--- src/rtl/hb3_pkg.sv ---
// Shared HB3 definitions: ramp sequencer state encoding and the driver speed width.
package hb3_pkg;

  localparam int unsigned SPEED_W = 8;

  typedef enum logic [1:0] {
    HOLD  = 2'd0,
    RAMP  = 2'd1,
    BRAKE = 2'd2,
    DEAD  = 2'd3
  } hb3_state_t;

endpackage

--- src/rtl/hb3_ramp_if.sv ---
// Target-command handshake into the ramp sequencer.
interface hb3_ramp_if;
  import hb3_pkg::*;

  logic               cmd_valid;
  logic               cmd_ready;
  logic [SPEED_W-1:0] cmd_speed;
  logic               cmd_dir;

  modport master (output cmd_valid, output cmd_speed, output cmd_dir, input cmd_ready);
  modport slave  (input cmd_valid, input cmd_speed, input cmd_dir, output cmd_ready);

endinterface

--- src/rtl/hb3_tick_gen.sv ---
// Free-running prescaler; tick is high while the count sits at STEP_DIV-1.
module hb3_tick_gen #(
  parameter int unsigned STEP_DIV = 1000
) (
  input  logic clk,
  input  logic rst,
  output logic tick
);

  localparam int unsigned CW = (STEP_DIV > 1) ? $clog2(STEP_DIV) : 1;
  localparam logic [CW-1:0] LAST = CW'(STEP_DIV - 1);

  logic [CW-1:0] cnt;
  logic [CW-1:0] cnt_d;

  always_comb begin
    cnt_d = (cnt == LAST) ? '0 : cnt + CW'(1);
  end

  // tick is registered from the next count so it lines up with cnt == LAST
  always_ff @(posedge clk) begin
    if (!rst) begin
      cnt  <= '0;
      tick <= (LAST == '0);
    end else begin
      cnt  <= cnt_d;
      tick <= (cnt_d == LAST);
    end
  end

endmodule

--- src/rtl/hb3_ramp.sv ---
// Speed/direction ramp sequencer feeding the HB3 PWM driver; reversals always pass
// through zero speed and a dead time, estop forces zero immediately.
module hb3_ramp
  import hb3_pkg::*;
#(
  parameter int unsigned STEP_DIV  = 1000,
  parameter int unsigned STEP      = 1,
  parameter int unsigned DEAD_CLKS = 16
) (
  input  logic               clk,
  input  logic               rst,
  hb3_ramp_if.slave          cmd,
  input  logic               estop,
  output logic [SPEED_W-1:0] speed,
  output logic               direction_control,
  output logic               busy,
  output logic               at_target
);

  localparam int unsigned DW = (DEAD_CLKS > 0) ? $clog2(DEAD_CLKS + 1) : 1;
  localparam logic [DW-1:0] DEAD_INIT = DW'(DEAD_CLKS);

  hb3_state_t         state_q, state_d;
  logic [SPEED_W-1:0] tgt_speed_q, tgt_speed_d;
  logic               tgt_dir_q, tgt_dir_d;
  logic [SPEED_W-1:0] speed_d;
  logic               dir_d;
  logic [DW-1:0]      dead_q, dead_d;
  logic               tick;
  logic               accept;

  logic [SPEED_W:0]   sum9, diff9;
  logic [SPEED_W-1:0] up_val, down_val, toward_val, brake_val;

  hb3_tick_gen #(.STEP_DIV(STEP_DIV)) u_tick (
    .clk  (clk),
    .rst  (rst),
    .tick (tick)
  );

  assign cmd.cmd_ready = (state_q != DEAD) && !estop;
  assign accept        = cmd.cmd_valid && cmd.cmd_ready;
  assign busy          = (state_q != HOLD);
  assign at_target     = (state_q == HOLD) && (speed == tgt_speed_q) &&
                         (direction_control == tgt_dir_q) && !estop;

  // Saturating one-step moves; 9-bit intermediates keep the clamps wrap-free
  always_comb begin
    sum9       = {1'b0, speed} + (SPEED_W+1)'(STEP);
    diff9      = {1'b0, speed} - (SPEED_W+1)'(STEP);
    up_val     = (sum9 > {1'b0, tgt_speed_q}) ? tgt_speed_q : sum9[SPEED_W-1:0];
    down_val   = (diff9[SPEED_W] || (diff9[SPEED_W-1:0] < tgt_speed_q)) ?
                 tgt_speed_q : diff9[SPEED_W-1:0];
    brake_val  = diff9[SPEED_W] ? '0 : diff9[SPEED_W-1:0];
    toward_val = (speed < tgt_speed_q) ? up_val : down_val;
  end

  always_comb begin
    state_d     = state_q;
    tgt_speed_d = tgt_speed_q;
    tgt_dir_d   = tgt_dir_q;
    speed_d     = speed;
    dir_d       = direction_control;
    dead_d      = dead_q;

    if (accept) begin
      tgt_speed_d = cmd.cmd_speed;
      tgt_dir_d   = cmd.cmd_dir;
    end

    if (estop) begin
      state_d = DEAD;
      speed_d = '0;
      dead_d  = DEAD_INIT;
    end else begin
      unique case (state_q)
        HOLD: begin
          // leaving HOLD on a tick also takes the first step in that same cycle
          if (tgt_dir_q != direction_control) begin
            if (speed == '0) begin
              state_d = DEAD;
              dead_d  = DEAD_INIT;
            end else if (tick) begin
              speed_d = brake_val;
              if (brake_val == '0) begin
                state_d = DEAD;
                dead_d  = DEAD_INIT;
              end else begin
                state_d = BRAKE;
              end
            end else begin
              state_d = BRAKE;
            end
          end else if (speed != tgt_speed_q) begin
            if (tick) begin
              speed_d = toward_val;
              state_d = (toward_val == tgt_speed_q) ? HOLD : RAMP;
            end else begin
              state_d = RAMP;
            end
          end
        end
        RAMP: begin
          if (tgt_dir_q != direction_control) begin
            state_d = BRAKE;
          end else if (speed == tgt_speed_q) begin
            state_d = HOLD;
          end else if (tick) begin
            speed_d = toward_val;
            if (toward_val == tgt_speed_q) state_d = HOLD;
          end
        end
        BRAKE: begin
          if (speed == '0) begin
            state_d = DEAD;
            dead_d  = DEAD_INIT;
          end else if (tick) begin
            speed_d = brake_val;
            if (brake_val == '0) begin
              state_d = DEAD;
              dead_d  = DEAD_INIT;
            end
          end
        end
        DEAD: begin
          speed_d = '0;
          if (dead_q == '0) begin
            dir_d   = tgt_dir_q;
            state_d = HOLD;
          end else begin
            dead_d = dead_q - DW'(1);
          end
        end
        default: state_d = HOLD;
      endcase
    end
  end

  always_ff @(posedge clk) begin
    if (!rst) begin
      state_q           <= HOLD;
      tgt_speed_q       <= '0;
      tgt_dir_q         <= 1'b0;
      speed             <= '0;
      direction_control <= 1'b0;
      dead_q            <= '0;
    end else begin
      state_q           <= state_d;
      tgt_speed_q       <= tgt_speed_d;
      tgt_dir_q         <= tgt_dir_d;
      speed             <= speed_d;
      direction_control <= dir_d;
      dead_q            <= dead_d;
    end
  end

endmodule

--- src/flat_wrapper.sv ---
// flat-port wrapper written by rule: the top's interface ports become plain ports
module hb3_ramp_flat import hb3_pkg::*;
#(
  parameter int unsigned STEP_DIV  = 1000,
  parameter int unsigned STEP      = 1,
  parameter int unsigned DEAD_CLKS = 16
)
  (clk, rst, estop, speed, direction_control, busy, at_target, cmd_cmd_valid, cmd_cmd_speed, cmd_cmd_dir, cmd_cmd_ready);
  hb3_ramp_if cmd_i ();
  input  logic clk;
  input  logic rst;
  input  logic estop;
  output logic [SPEED_W-1:0] speed;
  output logic direction_control;
  output logic busy;
  output logic at_target;
  input wire logic [$bits(cmd_i.cmd_valid)-1:0] cmd_cmd_valid;
  input wire logic [$bits(cmd_i.cmd_speed)-1:0] cmd_cmd_speed;
  input wire logic [$bits(cmd_i.cmd_dir)-1:0] cmd_cmd_dir;
  output wire logic [$bits(cmd_i.cmd_ready)-1:0] cmd_cmd_ready;
  assign cmd_i.cmd_valid = cmd_cmd_valid;
  assign cmd_i.cmd_speed = cmd_cmd_speed;
  assign cmd_i.cmd_dir = cmd_cmd_dir;
  assign cmd_cmd_ready = cmd_i.cmd_ready;
  hb3_ramp #(.STEP_DIV(STEP_DIV), .STEP(STEP), .DEAD_CLKS(DEAD_CLKS)) u_core (.clk(clk), .rst(rst), .cmd(cmd_i), .estop(estop), .speed(speed), .direction_control(direction_control), .busy(busy), .at_target(at_target));
endmodule
--- config.mk ---
export PLATFORM = sky130hd
export DESIGN_NAME = hb3_ramp_flat
export DESIGN_NICKNAME = d
export VERILOG_FILES = /design/src/rtl/hb3_pkg.sv /design/src/rtl/hb3_ramp_if.sv /design/src/rtl/hb3_tick_gen.sv /design/src/rtl/hb3_ramp.sv /design/src/flat_wrapper.sv
export SDC_FILE = /design/constraint.sdc
export NUM_CORES = 1
export LEC_CHECK = 0
export ABC_AREA = 1
export CORE_AREA = 5 5 94 96
export CTS_BUF_LIST = sky130_fd_sc_hd__clkbuf_8
export DETAILED_ROUTE_END_ITERATION = 10
export DIE_AREA = 0 0 99 101
export GPL_ROUTABILITY_DRIVEN = 0
export PLACE_DENSITY = 0.69
export SLEW_MARGIN = 20
export SYNTH_ARGS = -nofsm -noshare
export SYNTH_HDL_FRONTEND = slang
export SYNTH_SLANG_ARGS = --single-unit
--- constraint.sdc ---
create_clock -name clk -period 2.5 [get_ports clk]
set_input_delay 0.25 -clock clk [delete_from_list [all_inputs] [get_ports clk]]
set_output_delay 0.25 -clock clk [all_outputs]
set_load 0.1 [all_outputs]
==> Word-level counts from Yosys, hierarchy flattened <==
Index checks and enable logic that the tools add are counted.
Widths: inputs -> output; s select.
{ "totals": {"register_bits": 36, "latch_bits": 0, "ram_bits": 0, "rom_bits": 0, "in_bits": 13, "out_inout_bits": 12, "elab_cells": 99, "memories": 0} }
{ "op_classes": {"add_sub_neg": 4, "multipliers": 0, "n_div": 0, "order_cmp": 3, "eq_ne": 24, "n_shift": 0, "muxes": 37, "bitwise": 2, "reduce_logical": 20} }
{ "ops": {"columns": ["cell", "count"], "rows": [
  ["$mux 8", 11],
  ["$pmux 8 s4", 1],
  ["$mux 5", 6],
  ["$mux 2", 13],
  ["$eq 10x10->1 const B", 2],
  ["$eq 8x8->1", 2],
  ["$logic_not 8->1", 2],
  ["$lt 8x8->1", 2],
  ["$pmux 5 s3", 1],
  ["$reduce_and 3->1", 4],
  ["$add 10x1->10 const B", 1],
  ["$mux 10", 1],
  ["$ne 2x2->1 const B", 5],
  ["$add 8x1->9 const B", 1],
  ["$gt 9x8->1", 1],
  ["$ne 3x3->1 const B", 3],
  ["$sub 8x1->9 const B", 1],
  ["$ne 8x8->1", 1],
  ["$pmux 2 s4", 1],
  ["$reduce_and 6->1", 1],
  ["$logic_and 1x1->1", 5],
  ["$logic_not 5->1", 1],
  ["$ne 5x2->1 const B", 1],
  ["$ne 5x3->1 const B", 1],
  ["other kinds (18)", 22]
]} }

==> Depth between registers and ports, before layout <==
Gate-level depths: netlist of run 1.
{ "logic_depth": {"word_depth": 12, "ltp_mapped": 28, "ltp_nobuf": 27} }

==> By module <==
Synthesis of run 1 repeated with hierarchy kept, for this count alone.
{ "unflattened": {"cells_unflattened": 555, "area_unflattened_um2": 3483.3} }
{ "by_module_without_submodules": {"columns": ["module", "instances", "cells_each", "area_per_inst_um2", "seq_area_each_um2"], "rows": [
  ["hb3_ramp", 1, 465, 2876.5, 500.5],
  ["hb3_tick_gen", 1, 90, 606.8, 220.2]
]} }

==> Worst setup path after synthesis of run 1 <==
OpenSTA, ideal clock, no wires.
{ "synth_path": {"kind": "register to register", "startpoint": "register u_core.speed[0]", "endpoint": "register u_core.state_q[0]", "setup_ps": 113, "arrival_ps": 3610, "required_ps": 2387, "slack_ps": -1223, "stages_incl_launch_ff": 11, "n_path_buf": 0, "period_less_slack_ps": 3723, "path_cell_list": "dfxtp_1 > inv_1 > ha_1 > nand4_1 > nor2_1 > a31o_2 > a21oi_2 > nand2_2 > nand2_1 > nand2_1 > nor2_1"} }
{ "synth_between": {"elab_chain_len": 12, "elab_cells_between_ends": 33, "classes_between": "2 x add/sub; 3 x order compare; 8 x eq/ne; 16 x mux; 4 x reduce/logical"} }
{ "synth_rtl": {"columns": ["item", "line", "text"], "rows": [
  ["start: declaration", "hb3_ramp.sv:14", "output logic [SPEED_W-1:0] speed,"],
  ["start signal: assignment", "hb3_ramp.sv:151", "speed <= speed_d;"],
  ["$sub 8x1->9", "hb3_ramp.sv:50", "diff9 = {1'b0, speed} - (SPEED_W+1)'(STEP);"],
  ["$lt 8x8->1", "hb3_ramp.sv:52", "down_val = (diff9[SPEED_W] || (diff9[SPEED_W-1:0] < tgt_speed_q)) ?"],
  ["$logic_or 1x1->1", "hb3_ramp.sv:52", null],
  ["$mux 8", "hb3_ramp.sv:52", null],
  ["$mux 8", "hb3_ramp.sv:55", "toward_val = (speed < tgt_speed_q) ? up_val : down_val;"],
  ["$eq 8x8->1", "hb3_ramp.sv:97, hb3_ramp.sv:110", null],
  ["$mux 1", "hb3_ramp.sv:97", "state_d = (toward_val == tgt_speed_q) ? HOLD : RAMP;"],
  ["$mux 2", "hb3_ramp.sv:95", "if (tick) begin"],
  ["$mux 2", "hb3_ramp.sv:94", "end else if (speed != tgt_speed_q) begin"],
  ["$mux 2", "hb3_ramp.sv:79", "if (tgt_dir_q != direction_control) begin"],
  ["$pmux 2 s4", "hb3_ramp.sv:76", "unique case (state_q)"],
  ["$mux 2", "hb3_ramp.sv:71", "if (estop) begin"],
  ["end signal: assignment", "hb3_ramp.sv:148", "state_q <= state_d;"],
  ["end: declaration", "hb3_ramp.sv:23", "hb3_state_t state_q, state_d;"]
]} }
Parallel ways exist; a longest one is shown, timed or not. The select of a mux whose other input is x is not followed.
A chain may end at the register's enable or synchronous reset.

==> Worst setup path after layout of run 1 <==
{ "layout_path": {"startpoint": "register u_core.speed[1]", "endpoint": "register u_core.state_q[1]"} }
{ "layout_between": {"elab_chain_len": 8, "elab_cells_between_ends": 26, "classes_between": "2 x add/sub; 3 x order compare; 8 x eq/ne; 9 x mux; 4 x reduce/logical"} }
{ "layout_rtl": {"columns": ["item", "line", "text"], "rows": [
  ["$sub 8x1->9", "hb3_ramp.sv:50", null],
  ["$lt 8x8->1", "hb3_ramp.sv:52", null],
  ["$logic_or 1x1->1", "hb3_ramp.sv:52", null],
  ["$mux 8", "hb3_ramp.sv:52", null],
  ["$mux 8", "hb3_ramp.sv:55", null],
  ["$eq 8x8->1", "hb3_ramp.sv:110", "if (toward_val == tgt_speed_q) state_d = HOLD;"],
  ["$ne 5x2->1 (no line)", null, null],
  ["$reduce_and 6->1 (no line)", null, null]
]} }
Parallel ways exist; a longest one is shown, timed or not.

==> qor.csv, run 1 <==
stage;metric;value;unit
run_status;status;complete, but fails checks;
run_status;failing checks;setup timing;
clocking;Clock Tree Buf Depth;2;
setup_path;worst-path fanout max;6;
grt;GRT Util Overall;0.226;
floorplan;Die Span Y;101;µm
clocking;CTS sink count;36;
clocking;root buffer cell;clkbuf_8;
timing;fin crit period;2.92;ns
timing;worst clock skew;0.0162;ns
floorplan;DIE AREA;10000;µm²
synth;top cells by area, synth;dfxtp_1, nand2_1, ha_1, nand3_1, inv_1;
clocking;CTS tree;done;
setup_path;arrival time at the worst endpoint;3.16;ns
floorplan;# rows;33;
final_layout;Synth-to-Final Area Change;47.8;%
synth;Synth Area in Adders;0.124;
setup_path;RR Startpoint;u_core.speed[1];
synth;synthesized instance count;549;
power_and_ir_drop;pwr/cell area;1410;nW/µm²
final_layout;Multi-input gate area;2930;µm²
grt;largest net degree at the start of global routing;18;
final_layout;non-filler cells, final;768;
timing;fin crit share;1.17;
setup_path;crit path launch;u_core.speed[1];
floorplan;# IOs;25;
timing;Final WS setup;-0.421;ns
synth;complex-gate fraction of the synthesized area;0.152;
detailed_routing;Routed WL per cell;15.3;µm
timing;setup violators final;10;
min_path;HP Start;u_core.dead_q[1];
synth;synthesized area per cell;6.27;µm²
synth;Post-synth EDFFs;0;
synth;number of synthesis warnings;0;
clocking;CTS Buf Count;5;
timing;final hold viol count;0;
placement;HPWL after detailed placement;8480;µm
grt;Overflow after GRT;0;
synth;Top FF cell, synth;dfxtp_1;
power_and_ir_drop;P_leak;2.37;nW
placement;worst slack at placement;-0.507;ns
synth;Synth area leader;dfxtp_1;
synth;Post-Synth Simple-Gate Area;0.394;
detailed_routing;DRT antenna net count;0;
timing;RSZ-0062 raised after global routing;yes;
min_path;Hold Path Class;flip-flop to flip-flop;
timing;slew at the pin closest to its max-slew limit;0.716;ns
synth;Mapped Nets;596;
power_and_ir_drop;Pwr Total;0.00717;W
synth;Synth top cells by count;nand2_1, inv_1, nand3_1;
clocking;clock insertion delay at the later pin of the skew report;0.31;ns
synth;largest family of logic cells by synthesized area;simple AND/OR/NAND/NOR gates;
synth;count leader, synth;nand2_1;
grt;initial antenna violation count;0;
final_layout;fill cell count;672;
clocking;Hold Buf Count CTS;0;
grt;vias in the first global route;4042;
timing;Slew Viols, Final;0;
final_layout;Reg area;746;µm²
detailed_routing;vias per inst;5.47;
detailed_routing;Routed WL;11700;µm
detailed_routing;DRC errors left;0;
final_layout;Final #Nets;709;
placement;PortBufs;24;
detailed_routing;via count;4201;
timing;Max Clk Rate;342;MHz
synth;Seq cells post-synth;36;
detailed_routing;violation count after the first detailed-route iteration;316;
setup_path;CP Launch Type;flip-flop;
synth;mux cell area share after synthesis;0;
detailed_routing;total iterations of the first detailed-routing run;5;
final_layout;share of cells above drive strength 1;0.374;
placement;dpl cells;743;
clocking;H-tree depth;2;
flow_run;max_cap viols;0;
placement;Placement Cell Area;4400;µm²
synth;count of different cell masters after synthesis;44;
synth;Yosys top cell area share;0.209;
setup_path;WS Path Type;flip-flop to flip-flop;
final_layout;Antenna diodes;0;
grt;first-pass GRT wire length;18500;µm
timing;Slew Limit Headroom;0.519;
setup_path;WP data required;2.74;ns
floorplan;DIE WIDTH;99;µm
synth;Synth Area in XOR/XNOR;0.0280;
clocking;clock slew at reported path FFs;0.07;ns
floorplan;core area;7970;µm²
floorplan;Starting Density;0.432;
synth;sequential-to-total area share from yosys stat;0.209;
final_layout;Final Cell Area;5090;µm²
synth;Synth async-reset ratio;0;
setup_path;Worst Setup End Kind;flip-flop;
synth;Mapped Area;3440;µm²
power_and_ir_drop;maximum VDD drop;1020;µV
timing;Min Hold Slack;0.469;ns
-- logic make-up (layout without fill, tap and decap cells) --
kind of cell    after synthesis  after routing
simple gates                297            298
compound gates               91             91
buf+inv                      80            193
flops                        36             36
fa+ha+maj                    34             34
xor+xnor                     11             11
-- worst max-delay path: stages, from the launching register on --
cell and delay (ns):
dfxtp_4 0.39, inv_6 0.09, nand3_4 0.10, nor2_4 0.13, nand2_2 0.08, buf_4 0.14, nand2_1 0.08, ha_1 0.25
a21oi_2 0.16, o21a_1 0.22, nand2_4 0.12, or2b_1 0.19, nand2_1 0.07, nand2_2 0.07, nand3_1 0.08, nand2_1 0.09
nand3_2 0.08, nor2_4 0.12, nand2_1 0.07, nand2_1 0.06, nand2_2 0.06, nand2_1 0.06, nand2_1 0.04, nor2_1 0.09
-- layer usage --
metal  up-vias  GRT usage  share of wire
li1       2051          -              -
met2       180      0.417           0.51
met3        38     0.0270          0.052
met1      1932      0.261           0.40
met5         -          0              0
met4         0     0.0956          0.039
-- flip-flops by register name (all words and copies together) (netlist names) --
signal	count
u_core.speed	8
u_core.dead_q	5
u_core.tgt_dir_q	1
u_core.u_tick.tick	1
u_core.tgt_speed_q	8
u_core.direction_control	1
u_core.u_tick.cnt	10
u_core.state_q	2
-- worst paths after layout --
| path | slack [ns] | endpoint | depth (start not counted) |
|---|---|---|---|
| max | -0.42 | u_core.state_q[1] | 23 |
| max reg2reg | -0.42 | u_core.state_q[1] | 23 |
| min | 0.47 | u_core.dead_q[1] | 2 |
| min reg2reg | 0.47 | u_core.dead_q[1] | 2 |
-- placed cells by master (no fill, tap or decap), drive strengths merged, types with 4 or more instances in the layout --
cell / n
nor2: 53
nand3: 64
clkdlybuf4s50: 12
inv: 70
clkinv: 4
xor2: 8
o21ai: 36
dfxtp: 36
buf: 101
nand4: 9
a21oi: 35
clkbuf: 5
ha: 34
a221oi: 4
nand2: 159
nor3: 6
-- repair_timing --
action                                  CTS  global route
setup buffers                            12             8
gates cloned                              1             0
endpoints found under the setup margin   10            16
gates resized for setup                  51            59
hold endpoints to repair                  0             0
pin swaps                                22            43
-- metrics by stage --
step | util | setup TNS, ns
floorplan | - | -1.60
global placement | 0.552 | -2.58
finish | 0.638 | -2.74
CTS | 0.606 | -1.73
detailed placement | 0.552 | -3.36
global route | 0.638 | -4.50
-- layout make-up --
| cell class | count | share of cell area |
|---|---|---|
| multi-input combinational | 434 | 0.576 |
| timing repair buffer | 113 | 0.178 |
| sequential | 36 | 0.147 |
| inverter | 72 | 0.0561 |
| tap | 105 | 0.0258 |
| clock buffer | 5 | 0.0135 |
| clock inverter | 3 | 0.00418 |
-- power breakdown --
group | leakage [nW] | total (W) | internal (W) | switching (W)
Clock | 0.0445 | 0.000445 | 0.000198 | 0.000247
Sequential | 0.299 | 0.000757 | 0.000658 | 0.0000991
Combinational | 2.03 | 0.00597 | 0.00243 | 0.00354
(Power assumes the default switching activity.)
==> inputs of run 2 (changes only) <==
--- a/config.mk
+++ b/config.mk
@@ -6,12 +6,12 @@
 export NUM_CORES = 1
 export LEC_CHECK = 0
 export ABC_AREA = 1
-export CORE_AREA = 5 5 94 96
+export CORE_AREA = 5 5 85 87
 export CTS_BUF_LIST = sky130_fd_sc_hd__clkbuf_8
 export DETAILED_ROUTE_END_ITERATION = 10
-export DIE_AREA = 0 0 99 101
+export DIE_AREA = 0 0 90 92
 export GPL_ROUTABILITY_DRIVEN = 0
-export PLACE_DENSITY = 0.69
+export PLACE_DENSITY = 0.82
 export SLEW_MARGIN = 20
 export SYNTH_ARGS = -nofsm -noshare
 export SYNTH_HDL_FRONTEND = slang
==> qor.csv, run 2 (same netlist as run 1, synthesis figures left out) <==
stage;metric;value;unit
run_status;status;complete, but fails checks;
run_status;failing checks;setup timing;
timing;Slew Limit Headroom;0.516;
grt;Overflow after GRT;0;
floorplan;DIE WIDTH;90;µm
final_layout;Largest Register;u_core.u_tick.cnt;
clocking;clock slew at reported path FFs;0.08;ns
final_layout;Top Registers;u_core.u_tick.cnt x10, u_core.speed x8, u_core.tgt_speed_q x8;
timing;RSZ-0062 raised after global routing;yes;
detailed_routing;DRC errors left;0;
detailed_routing;vias per inst;6.07;
grt;met1 global-route usage;0.295;
setup_path;RR Startpoint;u_core.speed[1];
clocking;Hold Buf Count CTS;0;
setup_path;FF-to-FF setup slack;-0.50;ns
timing;fin crit share;1.20;
clocking;CTS Buf Count;5;
grt;routing usage on met3;0.0450;
final_layout;max reg flops;10;
floorplan;DIE AREA;8280;µm²
timing;Final WS setup;-0.502;ns
floorplan;core area;6280;µm²
grt;gr busiest metal;met2;
clocking;clock insertion delay at the later pin of the skew report;0.31;ns
timing;Final TNS setup;-3.12;ns
grt;M2 GR Usage;0.487;
clocking;root buffer cell;clkbuf_8;
timing;setup violators final;10;
setup_path;arrival time at the worst endpoint;3.25;ns
final_layout;most common cell after layout, fill and taps aside;nand2_1;
final_layout;most frequent cells in the layout;nand2_1, buf_4, inv_1;
floorplan;# rows;29;
setup_path;CP Launch Type;flip-flop;
setup_path;crit path launch;u_core.speed[1];
detailed_routing;DRT antenna net count;0;
timing;worst clock skew;0.00562;ns
flow_run;max_cap viols;0;
setup_path;Worst Setup End Kind;flip-flop;
timing;Max Clk Rate;333;MHz
floorplan;Die Span Y;92;µm
power_and_ir_drop;pwr/cell area;1450;nW/µm²
setup_path;WP data required;2.75;ns
final_layout;non-filler cells, final;734;
detailed_routing;Routed WL;12800;µm
floorplan;# IOs;25;
detailed_routing;violation count after the first detailed-route iteration;497;
setup_path;worst-path fanout max;8;
timing;fin crit period;3.00;ns
timing;slew at the pin closest to its max-slew limit;0.721;ns
timing;final hold viol count;0;
floorplan;Starting Density;0.548;
setup_path;reg-to-reg endpoint;u_core.state_q[0];
final_layout;Final #Nets;703;
placement;dpl cells;711;
setup_path;cell depth of the worst flop-to-flop path;22;
final_layout;Antenna diodes;0;
placement;PortBufs;24;
grt;GRT Util Overall;0.272;
power_and_ir_drop;P_leak;2.35;nW
clocking;CTS tree;done;
setup_path;WS Path Type;flip-flop to flip-flop;
timing;Min Hold Slack;0.468;ns
min_path;Hold Path Class;flip-flop to flip-flop;
clocking;CTS sink count;36;
detailed_routing;Routed WL per cell;17.5;µm
clocking;H-tree depth;2;
grt;largest net degree at the start of global routing;18;
final_layout;Synth-to-Final Area Change;47.3;%
power_and_ir_drop;maximum VDD drop;962;µV
final_layout;share of cells above drive strength 1;0.374;
placement;HPWL after detailed placement;8100;µm
clocking;Clock Tree Buf Depth;2;
detailed_routing;total iterations of the first detailed-routing run;5;
grt;first-pass GRT wire length;19100;µm
grt;initial antenna violation count;0;
final_layout;final core utilization;0.807;
timing;Slew Viols, Final;0;
grt;vias in the first global route;4322;
setup_path;Worst setup endpoint;u_core.state_q[0];
detailed_routing;via count;4455;
-- run 2: cell count changes in the layout (fill, tap and decap cells not counted), sizes merged --
cell,change
buf,-6
-- run 2: critical path, cell delays in order, from the launching register on --
cell and delay (ns):
dfxtp_4 0.42, nand3_4 0.11, nor2_4 0.17, nand3_2 0.12, o211ai_1 0.17, inv_1 0.15, ha_4 0.29, nand3_1 0.08
inv_2 0.10, nand4_4 0.20, nand3_1 0.18, nand3_2 0.11, nand2_2 0.11, nand2_1 0.07, nand2_1 0.09, nand2_2 0.07
nor2_4 0.13, nand2_1 0.06, nand2_1 0.06, nand2_2 0.07, nand2_1 0.06, nand2_1 0.04, nor2_1 0.08
-- run 2: how the worst min path moves through the flow --
stage,from,to,cells after the start
floorplan,rst,u_core.tgt_speed_q[7],2
global placement,u_core.u_tick.cnt[0],u_core.u_tick.cnt[0],1
detailed placement,u_core.u_tick.cnt[0],u_core.u_tick.cnt[0],1
CTS,u_core.dead_q[1],u_core.dead_q[1],2
global route,u_core.u_tick.cnt[0],u_core.u_tick.cnt[0],1
finish,u_core.u_tick.cnt[0],u_core.u_tick.cnt[0],1
-- run 2: power breakdown --
part | internal (W) | switching [W]
Combinational | 0.00242 | 0.00371
Clock | 0.000198 | 0.000251
Sequential | 0.000658 | 0.000101
-- run 2: repair_timing --
action	4_1_cts	5_1_grt
setup endpoints to repair	10	14
gates resized for setup	64	54
pin swaps	40	58
hold endpoints to repair	0	0
buffers inserted	7	11
cloned	1	0
-- run 2: per-layer routing --
layer	share of wire	up-vias
met5	0	-
met2	0.49	270
met4	0.068	0
li1	-	2042
met3	0.075	90
met1	0.37	2053
-- run 2: cell type report --
cell class | count | area [µm²]
Clock buffer | 5 | 68.8
Clock inverter | 3 | 21.3
Fill cell | 373 | 1210
Inverter | 72 | 285
Multi-Input combinational cell | 434 | 2990
Sequential cell | 36 | 746
Tap cell | 77 | 96.3
Timing Repair Buffer | 107 | 865
-- run 2: per-stage QoR --
step           power [W]  setup slack (ns)  instance area (µm²)
2_1_floorplan    0.00373            -0.387                 3550
3_3_place_gp     0.00504            -0.437                 4340
3_5_place_dp     0.00515            -0.548                 4340
4_1_cts          0.00626            -0.341                 4770
5_1_grt          0.00780            -0.706                 5070
6_report         0.00733            -0.502                 5070
